<file path="src/rtl/armleocpu_ptw_ml_if.sv">
// Armleobus data-port signals between the page table walker (master) and the bus (slave).
interface armleocpu_ptw_ml_if #(
    parameter int PA_WIDTH   = 34,
    parameter int DATA_WIDTH = 32
);
    logic                  m_transaction;
    logic [2:0]            m_cmd;
    logic [PA_WIDTH-1:0]   m_address;
    logic [2:0]            m_transaction_response;
    logic                  m_transaction_done;
    logic [DATA_WIDTH-1:0] m_rdata;

    modport master (
        output m_transaction,
        output m_cmd,
        output m_address,
        input  m_transaction_response,
        input  m_transaction_done,
        input  m_rdata
    );

    modport slave (
        input  m_transaction,
        input  m_cmd,
        input  m_address,
        output m_transaction_response,
        output m_transaction_done,
        output m_rdata
    );
endinterface

</file>
<file path="src/rtl/armleocpu_ptw_ml.sv">
// Multi-level page table walker: walks from satp_ppn to a leaf PTE over armleobus,
// with bare-mode bypass, abort with bus drain and superpage alignment checks.
module armleocpu_ptw_ml #(
    parameter int  LEVELS    = 2,
    parameter int  VPN_BITS  = 10,
    parameter int  PTE_BYTES = 4,
    parameter int  PPN_WIDTH = 22,
    localparam int LVL_W     = (LEVELS > 1) ? $clog2(LEVELS) : 1
) (
    input  logic                         clk,
    input  logic                         rst_n,

    armleocpu_ptw_ml_if.master           bus,

    input  logic                         resolve_request,
    output logic                         resolve_ack,
    input  logic                         resolve_abort,
    input  logic [LEVELS*VPN_BITS-1:0]   virtual_address,
    input  logic                         satp_mode,
    input  logic [PPN_WIDTH-1:0]         satp_ppn,

    output logic                         resolve_done,
    output logic                         resolve_pagefault,
    output logic                         resolve_accessfault,
    output logic [7:0]                   resolve_access_bits,
    output logic [PPN_WIDTH-1:0]         resolve_physical_address,
    output logic [LVL_W-1:0]             resolve_level
);

    localparam int PA_WIDTH = PPN_WIDTH + 12;
    localparam int PTE_W    = 8 * PTE_BYTES;
    localparam int OFS_W    = $clog2(PTE_BYTES);
    localparam int VA_W     = LEVELS * VPN_BITS;

    localparam logic [2:0] CMD_READ     = 3'd1;
    localparam logic [2:0] RESP_SUCCESS = 3'd0;

    typedef enum logic [1:0] {
        S_IDLE  = 2'd0,
        S_WALK  = 2'd1,
        S_DONE  = 2'd2,
        S_DRAIN = 2'd3
    } state_t;

    state_t                 r_state;
    logic                   r_ack;
    logic                   r_trans;
    logic [PA_WIDTH-1:0]    r_addr;
    logic [VA_W-1:0]        r_va;
    logic [LVL_W-1:0]       r_level;
    logic                   r_done;
    logic                   r_pf;
    logic                   r_af;
    logic [7:0]             r_bits;
    logic [PPN_WIDTH-1:0]   r_pa;
    logic [LVL_W-1:0]       r_level_out;

    logic [PTE_W-1:0]       w_pte;
    logic [PPN_WIDTH-1:0]   w_pte_ppn;
    logic [PPN_WIDTH-1:0]   w_mask;
    logic [PPN_WIDTH-1:0]   w_va_ext;
    logic                   w_is_leaf;
    logic                   w_invalid;
    logic                   w_misaligned;
    logic                   w_bad_ptr;
    logic [LVL_W-1:0]       w_level_dn;
    logic                   w_fin_af;
    logic                   w_fin_pf;
    logic                   w_descend;
    logic [7:0]             w_fin_bits;
    logic [PPN_WIDTH-1:0]   w_fin_ppn;
    logic                   w_unused;

    function automatic logic [VPN_BITS-1:0] vpn_at(input logic [VA_W-1:0] va,
                                                   input logic [LVL_W-1:0] lvl);
        logic [VPN_BITS-1:0] v;
        v = {VPN_BITS{1'b0}};
        for (int l = 0; l < LEVELS; l++) begin
            v = (int'(lvl) == l) ? va[l*VPN_BITS +: VPN_BITS] : v;
        end
        return v;
    endfunction

    // Ones in the PPN bits that a superpage at level lvl takes from the VA.
    function automatic logic [PPN_WIDTH-1:0] low_mask(input logic [LVL_W-1:0] lvl);
        logic [PPN_WIDTH-1:0] m;
        m = {PPN_WIDTH{1'b0}};
        for (int l = 0; l < LEVELS - 1; l++) begin
            m[l*VPN_BITS +: VPN_BITS] = (l < int'(lvl)) ? {VPN_BITS{1'b1}} : {VPN_BITS{1'b0}};
        end
        return m;
    endfunction

    function automatic logic [PA_WIDTH-1:0] pte_addr(input logic [PPN_WIDTH-1:0] ppn,
                                                     input logic [VA_W-1:0]      va,
                                                     input logic [LVL_W-1:0]     lvl);
        return {ppn, vpn_at(va, lvl), {OFS_W{1'b0}}};
    endfunction

    assign w_pte        = bus.m_rdata;
    assign w_pte_ppn    = w_pte[10 +: PPN_WIDTH];
    assign w_mask       = low_mask(r_level);
    assign w_va_ext     = PPN_WIDTH'(r_va);
    assign w_is_leaf    = w_pte[1] | w_pte[3];
    assign w_invalid    = ~w_pte[0] | (w_pte[2] & ~w_pte[1]);
    assign w_misaligned = |(w_pte_ppn & w_mask);
    assign w_bad_ptr    = w_pte[7] | w_pte[6] | w_pte[4] | (r_level == {LVL_W{1'b0}});
    assign w_level_dn   = r_level - LVL_W'(1);
    assign w_unused     = ^w_pte;

    // Classify the PTE of the current read in fault priority order.
    always_comb begin
        w_fin_af   = 1'b0;
        w_fin_pf   = 1'b0;
        w_descend  = 1'b0;
        w_fin_bits = 8'h00;
        w_fin_ppn  = {PPN_WIDTH{1'b0}};
        if (bus.m_transaction_response != RESP_SUCCESS) begin
            w_fin_af = 1'b1;
        end else if (w_invalid) begin
            w_fin_pf = 1'b1;
        end else if (w_is_leaf) begin
            if (w_misaligned) begin
                w_fin_pf = 1'b1;
            end else begin
                w_fin_bits = w_pte[7:0];
                w_fin_ppn  = (w_pte_ppn & ~w_mask) | (w_va_ext & w_mask);
            end
        end else if (w_bad_ptr) begin
            w_fin_pf = 1'b1;
        end else begin
            w_descend = 1'b1;
        end
    end

    // Walk state machine; every output is driven from a register here.
    always_ff @(posedge clk) begin
        if (!rst_n) begin
            r_state     <= S_IDLE;
            r_ack       <= 1'b1;
            r_trans     <= 1'b0;
            r_addr      <= {PA_WIDTH{1'b0}};
            r_va        <= {VA_W{1'b0}};
            r_level     <= {LVL_W{1'b0}};
            r_done      <= 1'b0;
            r_pf        <= 1'b0;
            r_af        <= 1'b0;
            r_bits      <= 8'h00;
            r_pa        <= {PPN_WIDTH{1'b0}};
            r_level_out <= {LVL_W{1'b0}};
        end else begin
            case (r_state)
                S_IDLE: begin
                    r_done <= 1'b0;
                    r_pf   <= 1'b0;
                    r_af   <= 1'b0;
                    if (resolve_request) begin
                        r_va    <= virtual_address;
                        r_level <= LVL_W'(LEVELS - 1);
                        r_ack   <= 1'b0;
                        if (satp_mode) begin
                            r_state <= S_WALK;
                            r_trans <= 1'b1;
                            r_addr  <= pte_addr(satp_ppn, virtual_address, LVL_W'(LEVELS - 1));
                        end else begin
                            r_state     <= S_DONE;
                            r_done      <= 1'b1;
                            r_pa        <= PPN_WIDTH'(virtual_address);
                            r_bits      <= 8'hCF;
                            r_level_out <= {LVL_W{1'b0}};
                        end
                    end
                end
                S_WALK: begin
                    if (resolve_abort) begin
                        // An outstanding read must still complete before the bus is free.
                        if (bus.m_transaction_done) begin
                            r_state <= S_IDLE;
                            r_trans <= 1'b0;
                            r_ack   <= 1'b1;
                        end else begin
                            r_state <= S_DRAIN;
                        end
                    end else if (bus.m_transaction_done) begin
                        if (w_descend) begin
                            r_level <= w_level_dn;
                            r_addr  <= pte_addr(w_pte_ppn, r_va, w_level_dn);
                        end else begin
                            r_state     <= S_DONE;
                            r_trans     <= 1'b0;
                            r_done      <= 1'b1;
                            r_pf        <= w_fin_pf;
                            r_af        <= w_fin_af;
                            r_bits      <= w_fin_bits;
                            r_pa        <= w_fin_ppn;
                            r_level_out <= r_level;
                        end
                    end else begin
                        r_state <= S_WALK;
                    end
                end
                S_DONE: begin
                    r_state <= S_IDLE;
                    r_done  <= 1'b0;
                    r_pf    <= 1'b0;
                    r_af    <= 1'b0;
                    r_ack   <= 1'b1;
                end
                S_DRAIN: begin
                    if (bus.m_transaction_done) begin
                        r_state <= S_IDLE;
                        r_trans <= 1'b0;
                        r_ack   <= 1'b1;
                    end else begin
                        r_state <= S_DRAIN;
                    end
                end
                default: begin
                    r_state <= S_IDLE;
                    r_trans <= 1'b0;
                    r_done  <= 1'b0;
                    r_pf    <= 1'b0;
                    r_af    <= 1'b0;
                    r_ack   <= 1'b1;
                end
            endcase
        end
    end

    assign bus.m_transaction         = r_trans;
    assign bus.m_cmd                 = CMD_READ;
    assign bus.m_address             = r_addr;
    assign resolve_ack               = r_ack;
    assign resolve_done              = r_done;
    assign resolve_pagefault         = r_pf;
    assign resolve_accessfault       = r_af;
    assign resolve_access_bits       = r_bits;
    assign resolve_physical_address  = r_pa;
    assign resolve_level             = r_level_out;

endmodule

</file>
<file path="src/flat_wrapper.sv">
// flat-port wrapper written by rule: the top's interface ports become plain ports
module armleocpu_ptw_ml_flat 
#(
    parameter int  LEVELS    = 2,
    parameter int  VPN_BITS  = 10,
    parameter int  PTE_BYTES = 4,
    parameter int  PPN_WIDTH = 22,
    localparam int LVL_W     = (LEVELS > 1) ? $clog2(LEVELS) : 1
)
  (clk, rst_n, resolve_request, resolve_ack, resolve_abort, virtual_address, satp_mode, satp_ppn, resolve_done, resolve_pagefault, resolve_accessfault, resolve_access_bits, resolve_physical_address, resolve_level, bus_m_transaction, bus_m_cmd, bus_m_address, bus_m_transaction_response, bus_m_transaction_done, bus_m_rdata);
  armleocpu_ptw_ml_if #(.PA_WIDTH(34), .DATA_WIDTH(32)) bus_i ();
  input  logic clk;
  input  logic rst_n;
  input  logic resolve_request;
  output logic resolve_ack;
  input  logic resolve_abort;
  input  logic [LEVELS*VPN_BITS-1:0] virtual_address;
  input  logic satp_mode;
  input  logic [PPN_WIDTH-1:0] satp_ppn;
  output logic resolve_done;
  output logic resolve_pagefault;
  output logic resolve_accessfault;
  output logic [7:0] resolve_access_bits;
  output logic [PPN_WIDTH-1:0] resolve_physical_address;
  output logic [LVL_W-1:0] resolve_level;
  output wire logic [$bits(bus_i.m_transaction)-1:0] bus_m_transaction;
  output wire logic [$bits(bus_i.m_cmd)-1:0] bus_m_cmd;
  output wire logic [$bits(bus_i.m_address)-1:0] bus_m_address;
  input wire logic [$bits(bus_i.m_transaction_response)-1:0] bus_m_transaction_response;
  input wire logic [$bits(bus_i.m_transaction_done)-1:0] bus_m_transaction_done;
  input wire logic [$bits(bus_i.m_rdata)-1:0] bus_m_rdata;
  assign bus_m_transaction = bus_i.m_transaction;
  assign bus_m_cmd = bus_i.m_cmd;
  assign bus_m_address = bus_i.m_address;
  assign bus_i.m_transaction_response = bus_m_transaction_response;
  assign bus_i.m_transaction_done = bus_m_transaction_done;
  assign bus_i.m_rdata = bus_m_rdata;
  armleocpu_ptw_ml #(.LEVELS(LEVELS), .VPN_BITS(VPN_BITS), .PTE_BYTES(PTE_BYTES), .PPN_WIDTH(PPN_WIDTH)) u_core (.clk(clk), .rst_n(rst_n), .bus(bus_i), .resolve_request(resolve_request), .resolve_ack(resolve_ack), .resolve_abort(resolve_abort), .virtual_address(virtual_address), .satp_mode(satp_mode), .satp_ppn(satp_ppn), .resolve_done(resolve_done), .resolve_pagefault(resolve_pagefault), .resolve_accessfault(resolve_accessfault), .resolve_access_bits(resolve_access_bits), .resolve_physical_address(resolve_physical_address), .resolve_level(resolve_level));
endmodule
</file>
<file path="config.mk">
export PLATFORM = sky130hd
export DESIGN_NAME = armleocpu_ptw_ml_flat
export DESIGN_NICKNAME = d
export VERILOG_FILES = /design/src/rtl/armleocpu_ptw_ml_if.sv /design/src/rtl/armleocpu_ptw_ml.sv /design/src/flat_wrapper.sv
export SDC_FILE = /design/constraint.sdc
export NUM_CORES = 1
export LEC_CHECK = 0
export BUFFER_PORTS_ARGS = -buffer_cell sky130_fd_sc_hd__clkbuf_2
export CAP_MARGIN = 40
export CELL_PAD_IN_SITES_DETAIL_PLACEMENT = 1
export CELL_PAD_IN_SITES_GLOBAL_PLACEMENT = 2
export CORE_MARGIN = 5
export CORE_UTILIZATION = 29
export CTS_CLUSTER_SIZE = 28
export DETAILED_ROUTE_END_ITERATION = 7
export PLACE_DENSITY_LB_ADDON = 0.1
export SLEW_MARGIN = 20
export SYNTH_ARGS = -nofsm -noshare
export SYNTH_HDL_FRONTEND = slang
export SYNTH_SLANG_ARGS = --single-unit
</file>
<file path="constraint.sdc">
create_clock -name clk -period 2.3 [get_ports clk]
set_input_delay 0.46 -clock clk [delete_from_list [all_inputs] [get_ports clk]]
set_output_delay 0.46 -clock clk [all_outputs]
set_load 0.01 [all_outputs]
</file>
==> results of run 1 <==
-- metrics by stage --
stage                     area, sq um  hold WS [ps]  TNS (ps)
final                            5990           373         0
after global routing             5990           372         0
after CTS                        5990           359         0
after detailed placement         5660           452      -878
after global placement           5660           446      -367
after floorplan                  4580           443         0
-- timing repair --
| item | 4_1_cts | 5_1_grt |
|---|---|---|
| setup endpoints to repair | 0 | 3 |
| resized for setup | 0 | 1 |
| hold buffers | 0 | 0 |
| hold endpoints to repair | 0 | 0 |
-- layer usage --
metal	up-vias	GRT usage [%]
met5	-	0
met4	2	5.04
met3	19	3.12
met2	101	29.3
met1	2163	23.2
li1	2213	-
-- path summary, 6_finish.rpt --
path / from / end / depth (start not counted)
worst max-delay path: u_core.r_state[0] / u_core.bus.m_address[21] / 5
worst min-delay path: virtual_address[4] / u_core.r_va[4] / 3
worst max register to register: u_core.r_state[0] / u_core.bus.m_address[21] / 5
worst min register to register: u_core.bus.m_address[3] / u_core.bus.m_address[3] / 2
-- placed cells by master (no fill, tap or decap), types with 6 or more instances in the layout --
| cell type | n |
|---|---|
| nand2_1 | 78 |
| o21bai_1 | 10 |
| o211a_1 | 11 |
| o22ai_1 | 14 |
| a32oi_1 | 10 |
| clkbuf_16 | 9 |
| dfxtp_1 | 91 |
| nand3_1 | 34 |
| o211ai_1 | 12 |
| clkbuf_2 | 147 |
| mux2i_1 | 32 |
| buf_4 | 28 |
| o21ai_0 | 32 |
| a21boi_0 | 41 |
| nor2_1 | 16 |
| a21oi_1 | 31 |
| ha_1 | 6 |
| a22o_1 | 12 |
-- cells by family (layout without fill, tap and decap cells) --
group	count (synthesis)	in the layout	synth area share (%)
adders and majority gates	7	7	1.92
muxes	32	32	7.02
other	2	5	0.164
and+or+nand+nor	159	159	16.7
AOI/OAI and AO/OA	189	189	28.9
DFF	91	91	39.9
buffers and inverters	55	200	5.37
-- cell type report --
cell class	count	area share, %
clock buffer	13	4.35
clock inverter	3	1.15
inverter	4	0.251
multi-input combinational	392	42.2
sequential	91	30.4
tap	211	4.41
timing repair buffer	180	17.2
-- state kept, by name, indices dropped and copies added (netlist names) --
signal                           flops
u_core.resolve_accessfault           1
u_core.resolve_pagefault             1
u_core.resolve_ack                   1
u_core.resolve_level                 1
u_core.r_level                       1
u_core.bus.m_transaction             1
u_core.resolve_done                  1
u_core.r_va                         20
u_core.resolve_physical_address     22
u_core.r_state                       2
u_core.bus.m_address                32
u_core.resolve_access_bits           8
-- where the power goes --
part           internal, mW  leakage [nW]  switching (mW)
sequential             1.82         0.747           0.151
clock                  1.02         0.160           0.650
combinational         0.635          1.67           0.899
total                  3.48          2.58            1.70
-- worst min-delay path, stage by stage --
cell	delay (ps)
clkbuf_2	90
nand2_1	50
a21boi_0	60
==> results.toml, run 1 <==
[run_status]
outcome = "completed"

[placement]
post-dp-hpwl_mm = 12.0
pre_cts_ws_ps = -80.4
place_congestion = 0.811
port_buffers = 148
place_inst = 878

[yosys]
yosys-top-cells-count = "91 x dfxtp_1, 78 x nand2_1, 41 x a21boi_0, 37 x clkbuf_1, 34 x nand3_1"
synth-seq-cells = 91
seq_area_frac_synth_pct = 39.9
netlist.area_leader.share_pct = 39.9
synth_edf_count = 0
synthCells = 535
yosysWarnings = 0
syn_area_per_cell_sq_um = 8.53
syn_area_sq_um = 4570
yosys.area.top_type = "dfxtp_1"
synthFlopType = "dfxtp_1"
ys_async_sr_fraction_pct = 0
synthTopCellsByArea = "dfxtp_1 40%, mux2i_1 7.0%, a21boi_0 6.7%, nand2_1 6.4%, nand3_1 3.7%"
synth_most_common_cell = "dfxtp_1"
ys_types = 46

[routing]
wl_met1_mm = 7.70
totalWireLength_mm = 16.3
dr.pass1.iters = 4
antenna_left = 0
met2_length_mm = 7.70
first_iter_violations = 184
wl_met3_microns = 618
wl_per_cell_microns = 18.2
via_count = 4498
drc_errors = 0
dr.max_layer_used = "met5"
vias_per_cell = 5.03

[clock_tree]
post_cts_buffers = 0
clockBufferDepth = 2
cts_buffers = 9
clkTransAtPathRegs_ps = 70
numClockSinks = 91
insertion_delay_ps = 340
cts_root_buffer = "clkbuf_16"
h-tree-depth = 3
cts_tree = "done"

[power_and_ir_drop]
power.density_nw_per_um2 = 865
p_leak_nw = 2.58
ir_drop_mv = 0.428
totalPowerFinal_mw = 5.18

[global_routing]
grt_usage_pct = 17.5
grt_pass1_vias = 4730
grt_overflow = 0
grt_pass1_wl_mm = 25.7
grt_max_degree = 109
antenna_found_initial = 1

[cells_and_area]
regArea_sq_um = 1820
drive_gt1_share_pct = 30.0
fin_nets = 768
diodes = 0
synthToLayoutAreaGrowth_pct = 31.2
multiInputGateArea_sq_um = 2530
fin_util_pct = 39.1
stdcell_count = 894
num-fill-cells = 1864

[sta]
hold_violations = 0
tightest_slew_ps = 642
relSlewSlack_pct = 57.2
period_minus_slack_ps = 2100
finClkSkew_ps = 8.13
fin_ws_ps = 204
final-setup-viol-count = 0
fin_crit_sh_pct = 91.1
fmax_ghz = 0.477
finalMaxSlewViolations = 0
grt_setup_unrepaired = "no"

[setup_path]
start_kind = "flop"
max_stage_delay_ps = 610
critPathKind = "flop to flop"
reg2reg_slack_ps = 200
crit_path_end_kind = "flop"
worstPathCellList = "ha_2 -> o31a_1 -> buf_4 -> a21oi_1 -> a21boi_0"
slowest_stage = "o31a_1"
cp.arrival_ps = 2360
crit_family = "compound AO/OA/AOI/OAI gates"
critPathRequiredTime_ps = 2560
cp_num_buf_inv = 1
cp_max_fo = 16

[floorplanning]
dieWidth_microns = 135
rows = 45
ios = 156
core_region_area_sq_um = 15300
dieArea_sq_um = 18400
start_util_pct = 29.8
die_h_microns = 135

[worst_hold_path]
hp-class = "input pin to flop"

[flow_run]
cap_viol_max_count = 0
No activity file was read; power rests on OpenSTA's default activity.
==> run 2, diff against run 1 <==
CELL_PAD_IN_SITES_DETAIL_PLACEMENT = 0   (was 1)
==> run 2 against run 1 <==
  * Fmax is 0.63% higher
  * Critical path type unchanged
  * Highest routed layer unchanged
  * Critical path depth stayed put
  * Sequential power hardly changed
  * Clock power is 7% lower
  * Clock skew is 3.4 ps lower
  * Cell area is 0.38% lower
  * Routed wire length is 4.1% lower
  * Via count is 0.16% lower
  * Sequential share of layout area is 0.11 points higher
  * Sequential cell count stayed put
  * Cell count stayed put
  * Largest cell class unchanged
  * Non-clock buffer count stayed put
  * Largest power group unchanged
==> results.toml, run 2 (synthesis gave the netlist of run 1 again) <==
[flow_run]
cap_viol_max_count = 0

[setup_path]
max_stage_delay_ps = 470
cp.arrival_ps = 2380
crit_path_end_kind = "flop"
start_kind = "flop"
cp_num_buf_inv = 1
crit_family = "buffers and inverters"
worst-path-stages = 5
slowest_stage = "buf_4"
critPathKind = "flop to flop"
reg2regPathDepth = 5
worstPathCellList = "ha_2 -> buf_4 -> nand4_4 -> o22ai_1 -> o211a_1"
critPathRequiredTime_ps = 2600
cp_max_fo = 43

[sta]
grt_setup_unrepaired = "no"
fmax_ghz = 0.480
tightest_slew_ps = 602
finClkSkew_ps = 4.69
period_minus_slack_ps = 2080
relSlewSlack_pct = 59.8
hold_violations = 0
fin_crit_sh_pct = 90.6
finalMaxSlewViolations = 0
final-setup-viol-count = 0
setup_tns_ps = 0

[floorplanning]
dieArea_sq_um = 18400
start_util_pct = 29.8
rows = 45
ios = 156
dieWidth_microns = 135
die_h_microns = 135
core_region_area_sq_um = 15300

[clock_tree]
insertion_delay_ps = 350
cts_root_buffer = "clkbuf_16"
cts_buffers = 9
h-tree-depth = 3
post_cts_buffers = 0
cts_tree = "done"
clockBufferDepth = 2
clkTransAtPathRegs_ps = 70
numClockSinks = 91

[routing]
vias_per_cell = 5.02
antenna_left = 0
wl_per_cell_microns = 17.4
totalWireLength_mm = 15.6
first_iter_violations = 210
via_count = 4491
drc_errors = 0
dr.pass1.iters = 4

[global_routing]
grt_max_degree = 109
antenna_found_initial = 1
grt_overflow = 0
grt_usage_pct = 16.8
grt_pass1_wl_mm = 24.6
grt_pass1_vias = 4515

[worst_hold_path]
hp-class = "input pin to flop"
min_path_cells = 3

[power_and_ir_drop]
ir_drop_mv = 0.371
p_leak_nw = 2.57
totalPowerFinal_mw = 5.04
power.density_nw_per_um2 = 845

[run_status]
outcome = "completed"

[cells_and_area]
stdcell_count = 894
fin_nets = 768
mostFrequentLayoutCell = "clkbuf_2"
drive_gt1_share_pct = 30.0
final_cell_mix = "147 x clkbuf_2, 91 x dfxtp_1, 78 x nand2_1"
stdcell_area_sq_um = 5970
num-fill-cells = 1633
diodes = 0
synthToLayoutAreaGrowth_pct = 30.7
largest_reg_flops = 32

[placement]
placed_area_sq_um = 5660
place_inst = 878
post-dp-hpwl_mm = 11.3
port_buffers = 148
place_congestion = 0.811
## run 2: timing repair
action | 4_1_cts | 5_1_grt
gates resized for setup | 0 | 1
setup endpoints to repair | 0 | 9
hold buffers | 0 | 0
endpoints found under the hold margin | 0 | 0
## run 2: layout make-up
type / instances / area [sq um] / area share (%)
well taps: 211 / 264 / 4.43
flip-flops and latches: 91 / 1820 / 30.5
clock buffers: 13 / 260 / 4.36
clock inverters: 3 / 46.3 / 0.776
inverters: 4 / 15.0 / 0.252
repair buffers: 180 / 1030 / 17.3
multi-input cells: 392 / 2530 / 42.4
## run 2: final timing paths
kind / start / endpoint / slack [ps]
setup / recovery: u_core.r_state[0] / u_core.resolve_physical_address[6] / 220
hold / removal: virtual_address[3] / u_core.r_va[3] / 360
hold reg to reg: u_core.bus.m_address[5] / u_core.bus.m_address[5] / 460
setup reg to reg: u_core.r_state[0] / u_core.resolve_physical_address[6] / 220
## run 2: power breakdown
part,internal [mW],switching [mW]
logic,0.635,0.885
clock network,0.906,0.646
registers,1.82,0.148
## run 2: per-stage QoR
stage	setup WS, ps	hold WS [ps]	utilization, %
2_1_floorplan	183	443	-
3_3_place_gp	-48.2	446	36.9
3_5_place_dp	-49.0	446	36.9
4_1_cts	141	353	38.9
5_1_grt	58.9	367	39.0
6_report	217	363	39.0
## run 2: per-layer routing
metal | vias up | global-route usage [%] | wire length [microns]
li1 | 2214 | - | -
met1 | 2144 | 22.1 | 7150
met2 | 113 | 27.4 | 7450
met3 | 18 | 4.90 | 799
met4 | 2 | 4.09 | 178
met5 | - | 0 | 13
## run 2: worst min-delay path, stage by stage
cell and delay [ps]:
clkbuf_2 90, nand2_1 50, a21boi_0 60
==> run 3, diff against run 2 <==
RECOVER_POWER = 50   (was unset)
TNS_END_PERCENT = 20   (was unset)
==> run 3 against run 2 <==
  * Clock skew about the same
  * First-iteration DRC count increased by 17%
  * Via count decreased by 0.31%
  * Critical path type unchanged
  * Largest power group unchanged
  * Global-route usage unchanged
==> results.toml, run 3 (synthesis gave the netlist of run 1 again) <==
[clock_tree]
insertion_delay_ps = 350
h-tree-depth = 3
clockBufferDepth = 2
cts_tree = "done"
cts_buffers = 9
numClockSinks = 91
cts_root_buffer = "clkbuf_16"
clkTransAtPathRegs_ps = 70
cts_hold_buf = 0

[sta]
fmax_ghz = 0.479
finalMaxSlewViolations = 0
final-setup-viol-count = 0
tightest_slew_ps = 605
hold_violations = 0
fin_crit_sh_pct = 90.7
finClkSkew_ps = 4.52
relSlewSlack_pct = 59.7
setup_tns_ps = 0
fin_ws_ps = 213
grt_setup_unrepaired = "no"
period_minus_slack_ps = 2090

[power_and_ir_drop]
p_leak_nw = 2.34
ir_drop_mv = 0.362
power.density_nw_per_um2 = 850

[setup_path]
slowest_stage = "buf_4"
worstPathCellList = "ha_2 -> buf_4 -> nand4_4 -> o22ai_1 -> o211a_1"
critPathRequiredTime_ps = 2600
reg2regPathDepth = 5
r2r_end = "u_core.resolve_physical_address[6]"
critPathKind = "flop to flop"
max_stage_delay_ps = 480
crit_path_end_kind = "flop"
start_kind = "flop"
r2r_start = "u_core.r_state[0]"
reg2reg_slack_ps = 210
crit_family = "buffers and inverters"
cp_max_fo = 43
cp_num_buf_inv = 1
cp.arrival_ps = 2380

[placement]
place_inst = 878
pre_cts_ws_ps = -49.0
place_congestion = 0.811
post-dp-hpwl_mm = 11.3
placed_area_sq_um = 5660
port_buffers = 148

[global_routing]
grt_pass1_wl_mm = 24.6
grt_pass1_vias = 4515
grt_overflow = 0
grt_usage_pct = 16.8
antenna_found_initial = 1
grt_max_degree = 109

[routing]
dr.max_layer_used = "met5"
antenna_left = 0
vias_per_cell = 5.01
via_count = 4477
wl_met1_mm = 7.27
dr.pass1.iters = 4
first_iter_violations = 246
wl_met3_microns = 792
met2_length_mm = 7.42
totalWireLength_mm = 15.7
wl_per_cell_microns = 17.5
drc_errors = 0

[cells_and_area]
regArea_sq_um = 1820
mostFrequentLayoutCell = "dfxtp_1"
num-fill-cells = 1658
largest_reg_flops = 32
drive_gt1_share_pct = 19.9
fin_util_pct = 38.4
stdcell_count = 894
fin_nets = 768
multiInputGateArea_sq_um = 2530
synthToLayoutAreaGrowth_pct = 28.7
final_cell_mix = "91 x dfxtp_1, 80 x clkbuf_2, 78 x nand2_1"
diodes = 0
stdcell_area_sq_um = 5870

[worst_hold_path]
hold_start = "virtual_address[3]"
min_path_cells = 3
hold_end = "u_core.r_va[3]"
hp-class = "input pin to flop"

[floorplanning]
rows = 45
core_region_area_sq_um = 15300
ios = 156
dieArea_sq_um = 18400
start_util_pct = 29.8
die_h_microns = 135
dieWidth_microns = 135

[run_status]
outcome = "completed"

[flow_run]
cap_viol_max_count = 0
==> run 3: cell types whose count changed in the layout (fill, tap and decap cells not counted) <==
cell      delta
and2_1       -1
buf_4        -2
and2_0       +1
clkbuf_2    -67
clkbuf_1    +69
==> run 3: per-stage QoR <==
stage	power (mW)	hold WS (ps)
final	4.99	364
after global routing	5.30	367
after CTS	5.12	353
after detailed placement	3.54	446
after global placement	3.53	446
after floorplan	2.88	443
==> run 3: worst max path at each step <==
stage | from | end | slack [ps] | cells after the start
after floorplan | bus_m_rdata[16] | u_core.resolve_physical_address[1] | 180 | 6
after global placement | bus_m_rdata[16] | u_core.resolve_physical_address[3] | -50 | 7
after detailed placement | bus_m_rdata[16] | u_core.resolve_physical_address[6] | -50 | 7
after CTS | u_core.r_state[0] | u_core.bus.m_address[8] | 140 | 8
after global routing | u_core.r_state[0] | u_core.resolve_access_bits[5] | 30 | 9
final | u_core.r_state[0] | u_core.resolve_physical_address[6] | 210 | 5
==> run 3: layout make-up <==
cell class / count / share of cell area (%)
repair buffers: 180 / 16.0
multi-input cells: 392 / 43.0
inverters: 4 / 0.256
well taps: 211 / 4.49
clock buffers: 13 / 4.43
flip-flops and latches: 91 / 31.0
clock inverters: 3 / 0.788
==> run 3: power by group <==
group / internal (mW) / switching, mW / leakage, nW
Clock: 0.906 / 0.647 / 0.146
Combinational: 0.579 / 0.889 / 1.44
Sequential: 1.82 / 0.147 / 0.747
Total: 3.31 / 1.68 / 2.34
==> run 3: what timing repair did <==
action                     in CTS  in global routing
setup buffers                   0                  0
resized for setup               0                  1
setup endpoints to repair       0                  9
==> run 3: metal layers <==
layer,GRT usage (%),vias to the layer above
met3,4.90,18
met2,27.4,117
li1,-,2212
met1,22.1,2128
met4,4.09,2
met5,0,-
==> run 3: worst reg2reg max path, stage by stage (launching register included) <==
cell and delay, ps:
dfxtp_1 440, ha_2 400, buf_4 480, nand4_4 300, o22ai_1 260, o211a_1 160
